**config.mk**
```make
export PLATFORM = sky130hd
export DESIGN_NAME = mtr_pwm_decode_flat
export DESIGN_NICKNAME = d
export VERILOG_FILES = /design/src/rtl/mtr_pwm_decode_if.sv /design/src/rtl/mtr_pwm_decode.sv /design/src/flat_wrapper.sv
export SDC_FILE = /design/constraint.sdc
export NUM_CORES = 1
export LEC_CHECK = 0
export ABC_AREA = 0
export ABC_CLOCK_PERIOD_IN_PS = 3100
export BUFFER_PORTS_ARGS = -buffer_cell sky130_fd_sc_hd__buf_4
export CAP_MARGIN = 15
export CORE_MARGIN = 1
export CORE_UTILIZATION = 56
export CTS_BUF_LIST = sky130_fd_sc_hd__clkbuf_8
export DETAILED_ROUTE_END_ITERATION = 12
export PLACE_DENSITY = 0.78
export SLEW_MARGIN = 20
export SYNTH_ARGS = -nofsm -noshare
export SYNTH_HDL_FRONTEND = slang
export SYNTH_SLANG_ARGS = --single-unit
```
**constraint.sdc**
```tcl
create_clock -name clk -period 3.1 [get_ports clk]
set_input_delay 0.465 -clock clk [delete_from_list [all_inputs] [get_ports clk]]
set_output_delay 0.465 -clock clk [all_outputs]
set_load 0.005 [all_outputs]
```
**src/rtl/mtr_pwm_decode_if.sv**
```systemverilog
`default_nettype none
// ============================================================================
// Module      : mtr_pwm_decode_if
// Description : PWM-pair inputs and decoded speed/direction/fault outputs.
// Revision    : 1.0 - initial release
// ============================================================================
interface mtr_pwm_decode_if #(
    parameter int W = 11
);
    logic         PWM_frwrd;
    logic         PWM_rev;
    logic         clr_flt;
    logic [W-1:0] spd;
    logic         rev;
    logic         vld;
    logic         mixed;
    logic         shoot_thru;

    modport master (
        output PWM_frwrd, PWM_rev, clr_flt,
        input  spd, rev, vld, mixed, shoot_thru
    );

    modport slave (
        input  PWM_frwrd, PWM_rev, clr_flt,
        output spd, rev, vld, mixed, shoot_thru
    );
endinterface
`default_nettype wire

```
**src/rtl/mtr_pwm_decode.sv**
```systemverilog
`default_nettype none
// ============================================================================
// Module      : mtr_pwm_decode
// Description : Decodes speed magnitude/direction from a fwd/rev PWM pair over
//               a 2^W-clock window and flags shoot-through.
// Revision    : 1.0 - initial release
// ============================================================================
module mtr_pwm_decode #(
    parameter int W = 11
) (
    input  wire logic        clk,
    input  wire logic        rst,
    mtr_pwm_decode_if.slave  bus
);

    localparam logic [W-1:0] c_win_last = {W{1'b1}};
    localparam logic [W-1:0] c_win_one  = {{(W-1){1'b0}}, 1'b1};
    localparam logic [W:0]   c_cnt_zero = {(W+1){1'b0}};

    logic         r_f_meta, r_f_s;
    logic         r_r_meta, r_r_s;
    logic [W-1:0] r_win_cnt;
    logic [W:0]   r_f_cnt, r_r_cnt;
    logic [W-1:0] r_spd;
    logic         r_rev, r_vld, r_mixed, r_shoot_thru;

    logic         w_win_end;
    logic [W:0]   w_f_fin, w_r_fin, w_max;

    always_ff @(posedge clk) begin
        if (rst) begin
            r_f_meta <= 1'b0;
            r_f_s    <= 1'b0;
            r_r_meta <= 1'b0;
            r_r_s    <= 1'b0;
        end else begin
            r_f_meta <= bus.PWM_frwrd;
            r_f_s    <= r_f_meta;
            r_r_meta <= bus.PWM_rev;
            r_r_s    <= r_r_meta;
        end
    end

    // Final counts include the end-of-window sample itself.
    assign w_win_end = (r_win_cnt == c_win_last);
    assign w_f_fin   = r_f_cnt + {{W{1'b0}}, r_f_s};
    assign w_r_fin   = r_r_cnt + {{W{1'b0}}, r_r_s};
    assign w_max     = (w_r_fin > w_f_fin) ? w_r_fin : w_f_fin;

    always_ff @(posedge clk) begin
        if (rst) begin
            r_win_cnt <= {W{1'b0}};
            r_f_cnt   <= c_cnt_zero;
            r_r_cnt   <= c_cnt_zero;
            r_spd     <= {W{1'b0}};
            r_rev     <= 1'b0;
            r_vld     <= 1'b0;
            r_mixed   <= 1'b0;
        end else begin
            r_win_cnt <= r_win_cnt + c_win_one;
            r_vld     <= w_win_end;
            if (w_win_end) begin
                r_f_cnt <= c_cnt_zero;
                r_r_cnt <= c_cnt_zero;
                r_rev   <= (w_r_fin > w_f_fin);
                r_spd   <= w_max[W] ? {W{1'b1}} : w_max[W-1:0];
                r_mixed <= (w_f_fin != c_cnt_zero) && (w_r_fin != c_cnt_zero);
            end else begin
                r_f_cnt <= w_f_fin;
                r_r_cnt <= w_r_fin;
            end
        end
    end

    // A live overlap outranks a clear request in the same cycle.
    always_ff @(posedge clk) begin
        if (rst) begin
            r_shoot_thru <= 1'b0;
        end else if (r_f_s && r_r_s) begin
            r_shoot_thru <= 1'b1;
        end else if (bus.clr_flt) begin
            r_shoot_thru <= 1'b0;
        end
    end

    assign bus.spd        = r_spd;
    assign bus.rev        = r_rev;
    assign bus.vld        = r_vld;
    assign bus.mixed      = r_mixed;
    assign bus.shoot_thru = r_shoot_thru;

endmodule
`default_nettype wire

```
**src/flat_wrapper.sv**
```systemverilog
// flat-port wrapper written by rule: the top's interface ports become plain ports
module mtr_pwm_decode_flat 
#(
    parameter int W = 11
)
  (clk, rst, bus_PWM_frwrd, bus_PWM_rev, bus_clr_flt, bus_spd, bus_rev, bus_vld, bus_mixed, bus_shoot_thru);
  mtr_pwm_decode_if #(.W(W)) bus_i ();
  input  wire logic clk;
  input  wire logic rst;
  input wire logic [$bits(bus_i.PWM_frwrd)-1:0] bus_PWM_frwrd;
  input wire logic [$bits(bus_i.PWM_rev)-1:0] bus_PWM_rev;
  input wire logic [$bits(bus_i.clr_flt)-1:0] bus_clr_flt;
  output wire logic [$bits(bus_i.spd)-1:0] bus_spd;
  output wire logic [$bits(bus_i.rev)-1:0] bus_rev;
  output wire logic [$bits(bus_i.vld)-1:0] bus_vld;
  output wire logic [$bits(bus_i.mixed)-1:0] bus_mixed;
  output wire logic [$bits(bus_i.shoot_thru)-1:0] bus_shoot_thru;
  assign bus_i.PWM_frwrd = bus_PWM_frwrd;
  assign bus_i.PWM_rev = bus_PWM_rev;
  assign bus_i.clr_flt = bus_clr_flt;
  assign bus_spd = bus_i.spd;
  assign bus_rev = bus_i.rev;
  assign bus_vld = bus_i.vld;
  assign bus_mixed = bus_i.mixed;
  assign bus_shoot_thru = bus_i.shoot_thru;
  mtr_pwm_decode #(.W(W)) u_core (.clk(clk), .rst(rst), .bus(bus_i));
endmodule
```
==> results.tsv <==
metric	value	unit
Critical Path Source Type	flip-flop	
VDD IR max	299	uV
Slew Limit Fails	0	
Synth cell types	40	
reg2reg start	u_core.r_f_cnt[4]	
Power Density	417	nW/um^2
max_cap viols	0	
# DRC	0	
area grow syn2layout	17.8	%
most common cell in the netlist	dfxtp_1	
mean post-synth cell area	8.51	um^2
post-synthesis mux area share	0.377	%
DRT antenna net count	0	
critical path type	flip-flop to flip-flop	
port bufs	19	
Slew headroom	46.7	%
DRT Wirelength	5.64	mm
DRT Pass-1 Iters	6	
Mapped Nets	334	
Synth area leaders	dfxtp_1 (41%), ha_1 (8.0%), xnor2_1 (5.6%), nand2_1 (5.1%), nor2_1 (5.1%)	
number of synthesized register bits	54	
vias in the first global route	2023	
GPL Wtd Cong	0.892	
Synth Area in XOR/XNOR	9.19	%
Vias	2247	
Synth area leader	dfxtp_1	
post-DR wirelength/cell	14.2	um
Synth Area in Simple Gates	26.6	%
predominant post-synthesis flop cell	dfxtp_1	
Final Skew	0.00543	ns
Hold Path Origin	bus_PWM_frwrd	
Setup crit end kind	flip-flop	
Post-synth ARST share	0	%
post-synthesis sequential area ratio	40.7	%
starting density of the core	59.7	%
initial antenna violation count	0	
dpl hpwl	4.14	mm
Root Driver	clkbuf_8	
run status	completed	
H-Tree Depth	2	
CP max FO	6	
CTS sink cnt	54	
num rows	24	
fraction of layout instances using a drive strength above 1	17.3	%
min cycle time layout	3.02	ns
Skew-Pair Late Insertion Delay	0.31	ns
ANT cells	0	
Mapped Cells	312	
Max Root-Sink Buffers	2	
die extent in y	70.9	um
Tightest Pin Transition	0.796	ns
Final Core Density	70.4	%
post-place instance area	2930	um^2
Synth Area in Compound Gates	12.3	%
CTS tree	built	
beginning of the critical path	u_core.r_f_cnt[4]	
crit path DAT	3.22	ns
initial drt markers	178	
largest family of logic cells by synthesized area	simple AND/OR/NAND/NOR gates	
worst endpoint required time	3.30	ns
setup violators final	0	
Lkg Pwr	0.00133	uW
Hold Crit Class	primary input to flip-flop	
nets	367	
Post-synth EDFFs	0	
fin area	3130	um^2
Post-Synthesis Cell Area	2660	um^2
Synth top cells by count	dfxtp_1 (54), nand2_1 (36), nor2_1 (36), o21ai_0 (23)	
Tot Pwr	1300	uW
global-route wire length before repair	9.35	mm
Core ar.	4440	um^2
overall routing resource usage	23.5	%
CTS Buf Count	5	
Die W	70.9	um
Hold Buf Count CTS	0	
Vias per Instance	5.65	
Tcrit/Tclk final	97.3	%
Synthesis Warnings	0	
Top-Level Pins	20	
Max Clk Rate	332	MHz
Final Hold Viols	0	
Clk pin slew, worst setup/hold paths	0.09	ns
pin count of the biggest net entering global routing	22	
top-area cell type share of the netlist area	40.7	%
GR Overflow Total	0	
Adder-Cell Fraction of Synth Area	8.01	%
Die Area	5020	um^2
[where the power goes]
group | leakage, uW | switching (uW) | internal [uW] | total, uW
combinational | 0.000832 | 56.2 | 45.9 | 102
sequential | 0.000437 | 5.64 | 701 | 707
clock | 0.0000618 | 229 | 266 | 495
[state kept, by name (all words and copies together) (netlist names), 11 cells and up]
| name | cells |
|---|---|
| u_core.bus.spd | 11 |
| u_core.r_f_cnt | 12 |
| u_core.r_r_cnt | 12 |
| u_core.r_win_cnt | 11 |
[cells by family (layout without fill, tap and decap cells)]
| kind of cell | after synthesis | after routing |
|---|---|---|
| XOR/XNOR | 27 | 27 |
| buffers and inverters | 19 | 53 |
| multiplexers | 1 | 1 |
| flip-flops | 54 | 54 |
| AO/OA/AOI/OAI | 50 | 50 |
| AND/OR/NAND/NOR | 144 | 144 |
| adder cells (fa/ha/maj) | 17 | 17 |
[cell type report]
class	count	area, um^2
clock inverter	2	38.8
inverter	7	26.3
fill	361	1320
tap	52	65.1
sequential	54	1080
clock buffer	6	82.6
multi-input combinational	239	1550
timing repair buffer	38	285
[per-layer routing]
layer,track usage [%],vias to the layer above,part of all wire [%]
met3,4.84,6,3.6
met4,5.78,0,0.98
met1,33.3,1051,49
met5,0,-,0
met2,37.0,35,47
li1,-,1155,-
[critical path, stage by stage (launching register included)]
cell,delay [ns]
dfxtp_1,0.41
nand4_1,0.24
buf_4,0.22
nor2_1,0.23
xnor2_1,0.25
ha_1,0.33
a21oi_1,0.16
o21ai_0,0.11
nor2b_1,0.15
o31a_1,0.25
buf_4,0.16
nand3b_1,0.16
a32o_1,0.25
[path summary, 6_finish.rpt]
kind                         to  slack, ns  cells after the start
max          u_core.bus.spd[10]       0.08                     12
min             u_core.r_f_meta       0.36                      2
max reg2reg  u_core.bus.spd[10]       0.08                     12
min reg2reg        u_core.r_f_s       0.45                      1
[layout by cell type, fill, tap and decap left out, types with 2 or more instances in the layout]
cell type / instances
nor3_2: 3
nand3_1: 15
nand2b_1: 2
or3_1: 4
ha_2: 2
nor3b_1: 2
a21o_1: 2
and3_1: 6
nor2_1: 35
o21ai_1: 2
nor3_1: 6
nor2b_1: 7
nand2_1: 36
o21ai_0: 23
and2_1: 10
xnor2_2: 2
xnor2_1: 16
xor2_1: 8
a21oi_1: 9
ha_1: 15
nand4_1: 11
o221ai_1: 2
buf_4: 38
a32o_1: 3
inv_1: 7
clkbuf_8: 6
dfxtp_1: 53
[timing repair]
action                     CTS  global route
setup endpoints to repair    0            12
setup buffers                0             4
gates resized for setup      0            12
[per-stage QoR]
stage | setup TNS (ns) | setup slack, ns | instances | hold WS [ns]
after floorplan | 0 | 0.113 | 312 | 0.414
after global placement | 0 | 0.158 | 386 | 0.425
after detailed placement | 0 | 0.0630 | 386 | 0.433
after CTS | 0 | 0.00257 | 394 | 0.356
after global routing | -0.0621 | -0.0358 | 398 | 0.357
final | 0 | 0.0841 | 398 | 0.361
Power figures use the tool's default switching activity.
